### src/rtl/modexp_ctrl_pkg.sv
// Shared definitions for the modular-exponentiation controller: modulus, request tag codes, FSM states.
package modexp_ctrl_pkg;

  localparam logic [63:0] PR = 64'd17640718939615885909;

  localparam logic [1:0] TAG_SQ  = 2'b00;
  localparam logic [1:0] TAG_MUL = 2'b01;
  localparam logic [1:0] TAG_RED = 2'b10;

  typedef enum logic [2:0] {
    IDLE   = 3'd0,
    REDUCE = 3'd1,
    WAIT_R = 3'd2,
    ISSUE  = 3'd3,
    WAIT   = 3'd4,
    DONE   = 3'd5
  } state_t;

endpackage

### src/rtl/modexp_tagq.sv
// Two-entry FIFO of request tags still expected back from the mod-multiplier, oldest at the front.
module modexp_tagq (
  input  logic        clk,
  input  logic        rst_n,
  input  logic        flush,
  input  logic        push,
  input  logic [31:0] push_tag,
  input  logic        pop,
  output logic        valid,
  output logic [31:0] front
);

  logic [31:0] mem0_q, mem0_d, mem1_q, mem1_d;
  logic        rd_q, rd_d;
  logic [1:0]  cnt_q, cnt_d;
  logic        do_pop, do_push, wr_sel;

  assign valid = (cnt_q != 2'd0);
  assign front = rd_q ? mem1_q : mem0_q;

  always_comb begin
    mem0_d  = mem0_q;
    mem1_d  = mem1_q;
    rd_d    = rd_q;
    cnt_d   = cnt_q;
    do_pop  = pop && (cnt_q != 2'd0);
    do_push = push && ((cnt_q != 2'd2) || do_pop);
    wr_sel  = rd_q ^ cnt_q[0];
    if (flush) begin
      rd_d  = 1'b0;
      cnt_d = 2'd0;
    end else begin
      if (do_push) begin
        if (wr_sel) mem1_d = push_tag;
        else        mem0_d = push_tag;
      end
      if (do_pop) rd_d = ~rd_q;
      cnt_d = cnt_q + {1'b0, do_push} - {1'b0, do_pop};
    end
  end

  always_ff @(posedge clk or negedge rst_n) begin
    if (!rst_n) begin
      mem0_q <= '0;
      mem1_q <= '0;
      rd_q   <= 1'b0;
      cnt_q  <= 2'd0;
    end else begin
      mem0_q <= mem0_d;
      mem1_q <= mem1_d;
      rd_q   <= rd_d;
      cnt_q  <= cnt_d;
    end
  end

endmodule

### src/rtl/modexp_ctrl.sv
// Right-to-left square-and-multiply sequencer; all products come from an external mod-multiplier.
// Define MODEXP_ERRCHK_EN for tag checking, unexpected-response detection and a wait timeout.
// IDLE: accept job | REDUCE: send base*1 | WAIT_R: await reduced base
// ISSUE: send acc*b and/or b*b | WAIT: collect step results | DONE: result strobe
module modexp_ctrl
  import modexp_ctrl_pkg::*;
#(
  parameter int EXPW = 64,
  parameter int TMO  = 4096
) (
  input  logic            clk,
  input  logic            rst_n,
  input  logic            start,
  input  logic [63:0]     base,
  input  logic [EXPW-1:0] exponent,
  input  logic [31:0]     job_id,
  output logic            ready,
  output logic            done,
  output logic [31:0]     done_id,
  output logic [63:0]     value,
  output logic            err,
  output logic            mstart,
  output logic [63:0]     maa,
  output logic [63:0]     mbb,
  output logic [31:0]     mid,
  input  logic            mvld,
  input  logic [63:0]     mresult,
  input  logic [31:0]     mid_ret,
  input  logic            mbusy
);

  state_t          state_q, state_d;
  logic [63:0]     base_q, base_d, b_q, b_d, acc_q, acc_d;
  logic [63:0]     value_q, value_d, maa_q, maa_d, mbb_q, mbb_d;
  logic [EXPW-1:0] exp_q, exp_d, exp_sh;
  logic [31:0]     id_q, id_d, done_id_q, done_id_d, mid_q, mid_d;
  logic [29:0]     step_q, step_d;
  logic [1:0]      pend_q, pend_d;
  logic            mul_done_q, mul_done_d, ready_q, ready_d;
  logic            done_q, done_d, mstart_q, mstart_d;
  logic            in_wait, mul_now;

  assign exp_sh  = exp_q >> 1;
  assign in_wait = (state_q == WAIT_R) || (state_q == WAIT);
  assign mul_now = exp_q[0] && !mul_done_q;

  assign ready   = ready_q;
  assign done    = done_q;
  assign done_id = done_id_q;
  assign value   = value_q;
  assign mstart  = mstart_q;
  assign maa     = maa_q;
  assign mbb     = mbb_q;
  assign mid     = mid_q;

`ifdef MODEXP_ERRCHK_EN
  localparam int TW = (TMO > 1) ? $clog2(TMO) : 1;
  logic [TW-1:0] tmo_q, tmo_d;
  logic          err_q, err_d;
  logic          tq_valid;
  logic [31:0]   tq_front;
  logic          unused_ok;

  assign err       = err_q;
  assign unused_ok = mbusy;

  modexp_tagq u_tagq (
    .clk      (clk),
    .rst_n    (rst_n),
    .flush    ((state_q == IDLE) && start),
    .push     (mstart_d),
    .push_tag (mid_d),
    .pop      (mvld && in_wait && tq_valid),
    .valid    (tq_valid),
    .front    (tq_front)
  );
`else
  logic unused_ok;

  assign err       = 1'b0;
  assign unused_ok = ^{mbusy, mid_ret[31:2]};
`endif

  always_comb begin
    state_d    = state_q;
    base_d     = base_q;
    b_d        = b_q;
    acc_d      = acc_q;
    exp_d      = exp_q;
    id_d       = id_q;
    step_d     = step_q;
    pend_d     = pend_q;
    mul_done_d = mul_done_q;
    value_d    = value_q;
    done_id_d  = done_id_q;
    maa_d      = maa_q;
    mbb_d      = mbb_q;
    mid_d      = mid_q;
    mstart_d   = 1'b0;
    done_d     = 1'b0;

    case (state_q)
      IDLE: begin
        if (start) begin
          base_d     = base;
          exp_d      = exponent;
          id_d       = job_id;
          step_d     = '0;
          pend_d     = 2'd0;
          mul_done_d = 1'b0;
          if (exponent == '0) begin
            acc_d     = 64'd1;
            state_d   = DONE;
            done_d    = 1'b1;
            value_d   = 64'd1;
            done_id_d = job_id;
          end else begin
            state_d = REDUCE;
          end
        end
      end
      REDUCE: begin
        mstart_d = 1'b1;
        maa_d    = base_q;
        mbb_d    = 64'd1;
        mid_d    = {step_q, TAG_RED};
        pend_d   = 2'd1;
        state_d  = WAIT_R;
      end
      WAIT_R: begin
        if (mvld && (mid_ret[1:0] == TAG_RED)) begin
          b_d     = mresult;
          acc_d   = 64'd1;
          pend_d  = 2'd0;
          state_d = ISSUE;
        end
      end
      ISSUE: begin
        // Multiply goes out first; a needed square follows on the next cycle.
        mstart_d = 1'b1;
        pend_d   = pend_q + 2'd1;
        if (mul_now) begin
          maa_d      = acc_q;
          mbb_d      = b_q;
          mid_d      = {step_q, TAG_MUL};
          mul_done_d = 1'b1;
        end else begin
          maa_d = b_q;
          mbb_d = b_q;
          mid_d = {step_q, TAG_SQ};
        end
        if (!mul_now || (exp_sh == '0)) begin
          state_d    = WAIT;
          step_d     = step_q + 30'd1;
          mul_done_d = 1'b0;
        end
      end
      WAIT: begin
        if (mvld && ((mid_ret[1:0] == TAG_MUL) || (mid_ret[1:0] == TAG_SQ))) begin
          if (mid_ret[1:0] == TAG_MUL) acc_d = mresult;
          else                         b_d   = mresult;
          pend_d = pend_q - 2'd1;
          if (pend_q == 2'd1) begin
            exp_d = exp_sh;
            if (exp_sh == '0) begin
              state_d   = DONE;
              done_d    = 1'b1;
              value_d   = acc_d;
              done_id_d = id_q;
            end else begin
              state_d = ISSUE;
            end
          end
        end
      end
      DONE:    state_d = IDLE;
      default: state_d = IDLE;
    endcase

`ifdef MODEXP_ERRCHK_EN
    err_d = err_q;
    tmo_d = TW'(TMO - 1);
    if (mvld && (!in_wait || !tq_valid || (mid_ret != tq_front))) err_d = 1'b1;
    if (in_wait) begin
      if (tmo_q == '0) begin
        err_d     = 1'b1;
        state_d   = IDLE;
        pend_d    = 2'd0;
        done_d    = 1'b0;
        value_d   = value_q;
        done_id_d = done_id_q;
      end else begin
        tmo_d = tmo_q - 1'b1;
      end
    end
`endif

    ready_d = (state_d == IDLE);
  end

  always_ff @(posedge clk or negedge rst_n) begin
    if (!rst_n) begin
      state_q    <= IDLE;
      base_q     <= '0;
      b_q        <= '0;
      acc_q      <= '0;
      exp_q      <= '0;
      id_q       <= '0;
      step_q     <= '0;
      pend_q     <= 2'd0;
      mul_done_q <= 1'b0;
      ready_q    <= 1'b1;
      done_q     <= 1'b0;
      value_q    <= '0;
      done_id_q  <= '0;
      mstart_q   <= 1'b0;
      maa_q      <= '0;
      mbb_q      <= '0;
      mid_q      <= '0;
`ifdef MODEXP_ERRCHK_EN
      err_q      <= 1'b0;
      tmo_q      <= TW'(TMO - 1);
`endif
    end else begin
      state_q    <= state_d;
      base_q     <= base_d;
      b_q        <= b_d;
      acc_q      <= acc_d;
      exp_q      <= exp_d;
      id_q       <= id_d;
      step_q     <= step_d;
      pend_q     <= pend_d;
      mul_done_q <= mul_done_d;
      ready_q    <= ready_d;
      done_q     <= done_d;
      value_q    <= value_d;
      done_id_q  <= done_id_d;
      mstart_q   <= mstart_d;
      maa_q      <= maa_d;
      mbb_q      <= mbb_d;
      mid_q      <= mid_d;
`ifdef MODEXP_ERRCHK_EN
      err_q      <= err_d;
      tmo_q      <= tmo_d;
`endif
    end
  end

endmodule
### config.mk
export PLATFORM = sky130hd
export DESIGN_NAME = modexp_ctrl
export DESIGN_NICKNAME = d
export VERILOG_FILES = /design/src/rtl/modexp_ctrl_pkg.sv /design/src/rtl/modexp_tagq.sv /design/src/rtl/modexp_ctrl.sv
export SDC_FILE = /design/constraint.sdc
export NUM_CORES = 1
export LEC_CHECK = 0
export BUFFER_PORTS_ARGS = -buffer_cell sky130_fd_sc_hd__buf_2
export CORE_MARGIN = 4
export CORE_UTILIZATION = 39
export DETAILED_ROUTE_END_ITERATION = 10
export GPL_ROUTABILITY_DRIVEN = 0
export MAX_ROUTING_LAYER = met4
export PLACE_DENSITY = 0.67
export SETUP_SLACK_MARGIN = 0.3
export SLEW_MARGIN = 0
export SYNTH_ARGS = -nofsm -noshare
export SYNTH_HDL_FRONTEND = slang
export SYNTH_HIERARCHICAL = 1
export SYNTH_SLANG_ARGS = --single-unit
### constraint.sdc
create_clock -name clk -period 2.9 [get_ports clk]
set_input_delay 0.29 -clock clk [delete_from_list [all_inputs] [get_ports clk]]
set_output_delay 0.29 -clock clk [all_outputs]
set_load 0.1 [all_outputs]
# After elaboration in Yosys (flattened, before gate mapping)
# Cells that the tools add are included.
[totals] reg_bits=583 inputBits=261 out_inout_bits=260 word_cells=118
[classes] addsub=3 eq_ne=16 mux=55 reduce_logical=27
[op_table] op="$mux 64" n=15
[op_table] op="$pmux 64 s2" n=5
[op_table] op="$pmux 64 s3" n=1
[op_table] op="$mux 32" n=5
[op_table] op="$logic_not 64->1" n=2
[op_table] op="$pmux 32 s2" n=2
[op_table] op="$mux 30" n=2
[op_table] op="$pmux 30 s2" n=1
[op_table] op="$add 30x1->30 const B" n=1
[op_table] op="$mux 3" n=7
[op_table] op="$pmux 3 s5" n=1
[op_table] op="$reduce_and 4->1" n=3
[op_table] op="$mux 1" n=10
[op_table] op="$pmux 2 s5" n=1
[op_table] op="$ne 2x1->1 const B" n=4
[op_table] op="$ne 2x2->1 const B" n=4
[op_table] op="$reduce_bool 2->1" n=4
[op_table] op="$eq 3x2->1 const B" n=2
[op_table] op="$logic_not 3->1" n=2
[op_table] op="$mux 2" n=3
[op_table] op="$reduce_and 3->1" n=2
[op_table] op="$reduce_and 6->1" n=1
[op_table] op="$reduce_and 5->1" n=1
[op_table] op="$reduce_bool 5->1" n=1
[op_table] op="15 further kinds" n=21

# Depth between registers and ports, before layout
# Gate-level depths: netlist of run 1.
[depth] ltp_word=7 ltp_mapped=10 mapped_depth_nobuf=8

# Least setup slack after synthesis of run 1
# Ideal clock, no wire load.
[synth_timing] path_type="register -> register" from="register exp_q[40]" to="register value_q[54], in the netlist value[54]" setup_time_ns=0.135 arrival_ns=2.100 required_time_ns=2.765 slack_ns=0.666 path_stages_with_launch=11 n_path_buf=3 path_cell_list="dfrtp_1 nor4_1 nand2_1 or3_4 or2_0 o21a_1 buf_2 buf_2 buf_2 nand2_1 o31ai_1"
[synth_between] elab_chain_len=3
[synth_lines] element="start, declared" line_no="modexp_ctrl.sv:35" text="logic [EXPW-1:0] exp_q, exp_d, exp_sh;"
[synth_lines] element="start signal, assigned" line_no="modexp_ctrl.sv:229" text="exp_q <= exp_d;"
[synth_lines] element="$logic_not 64->1" line_no="modexp_ctrl.sv:165" text="if (exp_sh == '0) begin"
[synth_lines] element="$ne 2x1->1 (no line)"
[synth_lines] element="$reduce_and 6->1 (no line)"
[synth_lines] element="end signal, assigned" line_no="modexp_ctrl.sv:236" text="value_q <= value_d;"
[synth_lines] element="end, declared" line_no="modexp_ctrl.sv:34" text="logic [63:0] value_q, value_d, maa_q, maa_d, mbb_q, mbb_d;"
# Every way passes these cells.
# A chain may end at the register's enable or synchronous reset.

# Final worst setup path of run 1
[layout_timing] from="register exp_q[19]" to="register value_q[11], in the netlist value[11]"
# Same word-level chain as after synthesis.

==> results of run 1 <==
-- per-stage QoR --
step / util / cell area [µm²]
floorplan: - / 25100
global placement: 0.451 / 28600
detailed placement: 0.451 / 28600
CTS: 0.518 / 32900
global route: 0.521 / 33000
finish: 0.521 / 33000
-- cell type report --
| type | instances | area [µm²] |
|---|---|---|
| Sequential cell | 583 | 14600 |
| Timing Repair Buffer | 774 | 5410 |
| Fill cell | 5642 | 30400 |
| Tap cell | 846 | 1060 |
| Inverter | 15 | 58.8 |
| Multi-Input combinational cell | 1884 | 9880 |
| Clock inverter | 19 | 216 |
| Clock buffer | 92 | 1800 |
| Antenna cell | 6 | 15.0 |
-- sequential cells by signal (all words and copies together) (netlist names) --
signal      count
acc_q          64
b_q            64
base_q         64
done            1
done_id        32
exp_q          64
id_q           32
maa            64
mbb            64
mid            32
mstart          1
mul_done_q      1
pend_q          2
ready           1
state_q         3
step_q         30
value          64
-- synthesized netlist by cell type, types with 3 or more instances --
library cell	instances	share of area
nand2_1	968	0.14
dfrtp_1	582	0.58
clkbuf_1	152	0.023
o21ai_0	143	0.028
nand3_1	142	0.028
nor2_1	129	0.019
a31oi_1	97	0.024
mux2i_1	66	0.026
mux2_2	64	0.029
o31ai_1	64	0.019
a22o_1	63	0.022
nor4_1	38	0.0095
buf_2	25	0.0050
xnor2_1	16	0.0056
inv_1	14	0.0021
nand4_1	13	0.0032
buf_1	9	0.0013
a21oi_1	8	0.0016
nor3_1	8	0.0016
buf_4	7	0.0021
xor2_1	7	0.0024
and3_1	6	0.0015
nand2b_1	5	0.0012
nor4_2	5	0.0025
and2_1	3	0.00075
nor2b_1	3	0.00075
nor4b_2	3	0.0018
o211ai_1	3	0.00090
-- power breakdown --
group          switching, mW  total, mW  internal [mW]  leakage [nW]
logic                   12.2       16.1           3.90          8.10
clock network           3.29       7.90           4.61         0.984
registers               1.69       12.4           10.7          7.49
total                   17.2       36.4           19.2          16.6
-- path summary, 6_finish.rpt --
check                              end  slack, ns        from
max reg2reg                  value[11]       0.32   exp_q[19]
min reg2reg                    mbb[11]       0.46     mbb[11]
max                          value[11]       0.32   exp_q[19]
min                           acc_q[0]        0.1  mid_ret[0]
min in group asynchronous  done_id[22]       0.22       rst_n
max in group asynchronous      maa[41]       1.69       rst_n
-- per-layer routing --
metal,track usage,vias to the layer above,wire (µm)
li1,-,10314,-
met5,-,-,0
met4,0.0952,0,3580
met3,0.0459,209,5580
met2,0.386,836,39500
met1,0.315,10749,34800
-- logic make-up (layout without fill, tap and decap cells) --
| group | count (synthesis) | in the layout | synth area share |
|---|---|---|---|
| AOI/OAI and AO/OA | 391 | 391 | 0.101 |
| xor gates and xnor gates | 23 | 23 | 0.00801 |
| adders and majority gates | 2 | 2 | 0.000995 |
| buffers and inverters | 210 | 900 | 0.0342 |
| DFF | 583 | 583 | 0.580 |
| muxes | 130 | 130 | 0.0550 |
| other | 1 | 7 | 0.000149 |
| and+or+nand+nor | 1337 | 1337 | 0.221 |
-- critical path: stages, from the launching register on --
cell,delay (ns)
dfrtp_1,0.42
nor4_4,0.36
nand4_1,0.16
or3_4,0.38
or2_0,0.25
o21a_4,0.25
buf_12,0.19
o31ai_1,0.33
-- what timing repair did --
action | CTS | global route
endpoints found under the setup margin | 18 | 145
endpoints found under the hold margin | 390 | 0
gates cloned | 0 | 1
hold buffers | 225 | 0
gates resized for setup | 1 | 19
==> impl_metrics.yaml, run 1 <==
floorplanning:
  start_util: 0.396
  core.rowCount: 92
  die_h_um: 262
  fp.dieArea_um2: 68600
  die_w_um: 262
  core_area_um2: 63400
  io_pins: 521
outcome:
  status: "finished, final reports clean"
placed_design:
  dp.cells: 3876
  port_buffers: 488
  place_hpwl_um: 52500
  dp_slack_ns: 0.227
timing:
  period_minus_slack_ns: 2.58
  slew_headroom: 0.390
  max_clock_freq_mhz: 388
  hold-worst-slack_ns: 0.0955
  hold_viol_final: 0
  finalSetupTns_ns: 0
  setup_violations: 0
  rsz0062_at_grt: "true"
  maxSlewViolCount: 0
  finalClockSkew_ns: 0.0204
  worst_slew_pin_slew_ns: 0.914
  final.setup.worst_slack_ns: 0.324
  layout_worst_path_cycle_share: 0.888
finish:
  mostFrequentLayoutCell: "nand2_1"
  layout-drive-gt1-share: 0.226
  area_growth_pct: 31.4
  most-common-layout-cells: "nand2_1, dfrtp_1, buf_2"
  final_cells: 4219
  final_nets: 3582
yosys:
  synthArstFlopShare: 1.00
  synth_seq_area_share: 0.580
  synth_cell_type_count: 52
  syn_area_per_cell_um2: 9.39
  synth_flop_cell: "dfrtp_1"
  netlist_instances: 2677
  synth_seq_cells: 583
  synth_area_um2: 25100
  syn_nets: 2940
  synth_warnings: 6
  synth-edff-count: 0
worst_setup_path:
  cp.arrival_ns: 3.09
  cp.required_ns: 3.41
  ff2ff_path_depth: 7
  critical_path_class: "register to register"
  end_kind: "register"
  startpoint_type: "register"
  path_max_fanout: 98
clocking:
  cts.sinks: 583
  cts-htree-levels: 2
  clkLatencyLatePin_ns: 0.61
  cts_tree: "built"
  cts_buffers: 61
  post_cts_buffers: 0
  clock_path_buffers: 3
  cts.reportedPaths.clkPinSlew_ns: 0.06
  root_buffer: "clkbuf_16"
power:
  power.density_nw_per_um2: 1100
  total_power_mw: 36.4
  vdd_ir_drop_max_mv: 0.981
  p_leak_nw: 16.6
route:
  ant_nets: 0
  wirelength_um: 83400
  viasPerCell: 5.24
  first_pass_iters: 6
  vias: 22108
  wl_per_cell_um: 19.8
  drt_iter0_markers: 1894
  drcViolationCount: 0
hold_path:
  hold_depth: 4
  hold_path.class: "primary input to register"
global_route:
  grt_max_degree: 101
  antenna_found_initial: 6
  grt_use_total: 0.245
  grt_pass1_wl_um: 129000
  grt_overflow: 0
  grt_pass1_vias: 22367
run:
  cap_violations: 0
Note: power is estimated with default switching activity, not from simulation.
==> run 2, diff against run 1 <==
--- a/config.mk
+++ b/config.mk
@@ -5,6 +5,7 @@
 export SDC_FILE = /design/constraint.sdc
 export NUM_CORES = 1
 export LEC_CHECK = 0
+export ABC_AREA = 1
 export BUFFER_PORTS_ARGS = -buffer_cell sky130_fd_sc_hd__buf_2
 export CORE_MARGIN = 4
 export CORE_UTILIZATION = 39
==> run 2 against run 1 <==
Design area increased by 2.8%. Hold slack got worse by 0.047 ns. Sequential share of layout area decreased by 1.2 points. Core utilization decreased by 0.63 points. Clock power increased by 9.4%. Worst setup slack improved by 0.12 ns. Critical path depth unchanged. Clock-buffer cell count increased by 3. First-iteration DRC count decreased by 7.6%. Sequential cell count unchanged. Fmax increased by 4.7%. Power increased by 25%. Critical path type unchanged. Critical endpoint is now b_q[7].
==> impl_metrics.yaml, run 2 <==
route:
  wl_per_cell_um: 18.1
  drcViolationCount: 0
  first_pass_iters: 5
  vias: 23538
  drt_iter0_markers: 1751
  viasPerCell: 5.03
  ant_nets: 0
  wirelength_um: 84600
timing:
  hold_viol_final: 0
  maxSlewViolCount: 0
  layout_worst_path_cycle_share: 0.848
  setup_violations: 0
  period_minus_slack_ns: 2.46
  slew_headroom: 0.337
  rsz0062_at_grt: "false"
  max_clock_freq_mhz: 406
  finalClockSkew_ns: 0.0272
  worst_slew_pin_slew_ns: 0.994
  finalSetupTns_ns: 0
power:
  clkPwrFrac: 0.190
  total_power_mw: 45.5
  p_leak_nw: 16.3
  power.density_nw_per_um2: 1340
  switching_share: 0.532
  seqPwrFrac: 0.295
  intPower_mw: 21.3
  p_comb_frac: 0.515
  p_sw_mw: 24.2
  vdd_ir_drop_max_mv: 0.981
floorplanning:
  core_area_um2: 66000
  core.rowCount: 94
  start_util: 0.395
  fp.dieArea_um2: 71000
  io_pins: 521
  die_w_um: 267
  die_h_um: 267
yosys:
  synth_top_area_share: 0.559
  synth_common_cells: "nand2_1, dfrtp_1, o21ai_0"
  synth_seq_cells: 583
  synth_area_um2: 26100
  synth_seq_area_share: 0.560
  synth_most_common_cell: "nand2_1"
  synth_cell_type_count: 32
  syn_area_per_cell_um2: 8.39
  synth-edff-count: 0
  synth_flop_cell: "dfrtp_1"
  synth_warnings: 6
  synthArstFlopShare: 1.00
  yosysTopAreaCell: "dfrtp_1"
  syn_nets: 3369
  synth.area.top_cells: "dfrtp_1, nand2_1, o21ai_0"
  netlist_instances: 3106
clocking:
  cts.sinks: 583
  cts-htree-levels: 3
  cts.reportedPaths.clkPinSlew_ns: 0.06
  clkLatencyLatePin_ns: 0.62
  root_buffer: "clkbuf_16"
  cts_tree: "built"
  clock_path_buffers: 3
  post_cts_buffers: 0
  cts_buffers: 66
run:
  cap_violations: 0
worst_setup_path:
  cp.required_ns: 3.36
  startpoint_type: "register"
  path_max_fanout: 128
  critical_path_class: "register to register"
  end_kind: "register"
  cp.arrival_ns: 2.92
global_route:
  grt_overflow: 0
  antenna_found_initial: 13
  grt_pass1_vias: 23433
  grt_max_degree: 193
  grt_use_total: 0.239
  grt_pass1_wl_um: 131000
placed_design:
  port_buffers: 488
  place_area_um2: 29300
  place_hpwl_um: 53400
finish:
  most-common-layout-cells: "nand2_1, dfrtp_1, buf_2"
  layout-drive-gt1-share: 0.192
  final_nets: 4015
  mostFrequentLayoutCell: "nand2_1"
  area_growth_pct: 30.2
  design_area_um2: 33900
outcome:
  status: "finished, final reports clean"
hold_path:
  hold_path.class: "primary input to register"
-- run 2: cell types whose count changed after synthesis, moves of 76 or more --
cell,change
nand2_1,-118
a21oi_1,+115
inv_1,+258
o21ai_1,+99
a31oi_1,-97
nand3_1,-109
nor3_1,+76
o21ai_0,+228
nor2_1,+167
-- run 2: power by group through the flow --
| stage | registers, mW | logic [mW] | clock network, mW |
|---|---|---|---|
| detailed placement | 13.5 | 23.0 | 0 |
| finish | 13.4 | 23.4 | 8.64 |
| floorplan | 22.9 | 8.45 | 0 |
| global route | 13.8 | 25.1 | 9.21 |
| CTS | 13.4 | 23.3 | 8.87 |
| global placement | 13.4 | 22.7 | 0 |
-- run 2: layer usage --
layer,GRT usage,vias up,routed length (µm)
met5,-,-,0
met4,0.0908,0,3280
met3,0.0453,201,5220
met2,0.383,765,40000
met1,0.305,11256,36200
li1,-,11316,-
-- run 2: area by class of cell --
class | count | area [µm²]
clock buffer | 95 | 1880
multi-input combinational | 2051 | 9480
inverter | 279 | 1060
fill | 6049 | 32000
sequential | 583 | 14600
antenna | 15 | 37.5
tap | 864 | 1080
clock inverter | 24 | 368
timing repair buffer | 771 | 5450
-- run 2: cell families (layout without fill, tap and decap cells) --
logic type / Yosys count / in the layout / share of synthesized area
AO/OA/AOI/OAI: 756 / 756 / 0.164
adder cells (fa/ha/maj): 2 / 2 / 0.000960
buffers and inverters: 472 / 1169 / 0.0788
AND/OR/NAND/NOR: 1278 / 1278 / 0.192
other: 1 / 16 / 0.000144
flip-flops: 583 / 583 / 0.560
XOR/XNOR: 14 / 14 / 0.00470
-- run 2: per-stage QoR --
step / cells / setup WS (ns) / util / hold slack [ns]
after global routing: 4680 / 0.331 / 0.514 / 0.0472
after global placement: 4321 / 0.453 / 0.445 / 0.280
final: 4682 / 0.440 / 0.514 / 0.0484
after CTS: 4666 / 0.364 / 0.513 / 0.00367
after floorplan: 3106 / 1.22 / - / -0.00559
after detailed placement: 4321 / 0.383 / 0.445 / 0.281
-- run 2: what timing repair did --
item / in CTS / in global routing
hold endpoints to repair: 310 / 0
setup endpoints to repair: 0 / 141
gates resized for setup: 0 / 6
hold buffers: 226 / 0
-- run 2: path summary, 6_finish.rpt --
| check | cells past startpoint | slack [ns] | start | to |
|---|---|---|---|---|
| setup / recovery | 7 | 0.44 | state_q[1] | b_q[7] |
| max in group asynchronous | 4 | 1.65 | rst_n | mbb[35] |
| min in group asynchronous | 2 | 0.23 | rst_n | done_id[18] |
| hold reg to reg | 2 | 0.48 | mid[21] | mid[21] |
| hold / removal | 4 | 0.05 | mid_ret[1] | done |
| setup reg to reg | 7 | 0.44 | state_q[1] | b_q[7] |
-- run 2: critical path, stage by stage, from the launching register on --
cell,delay (ns)
dfrtp_1,0.58
nor2_4,0.10
nand2_4,0.12
buf_6,0.36
o21ai_0,0.16
nor3_2,0.13
bufbuf_16,0.53
o21ai_0,0.17
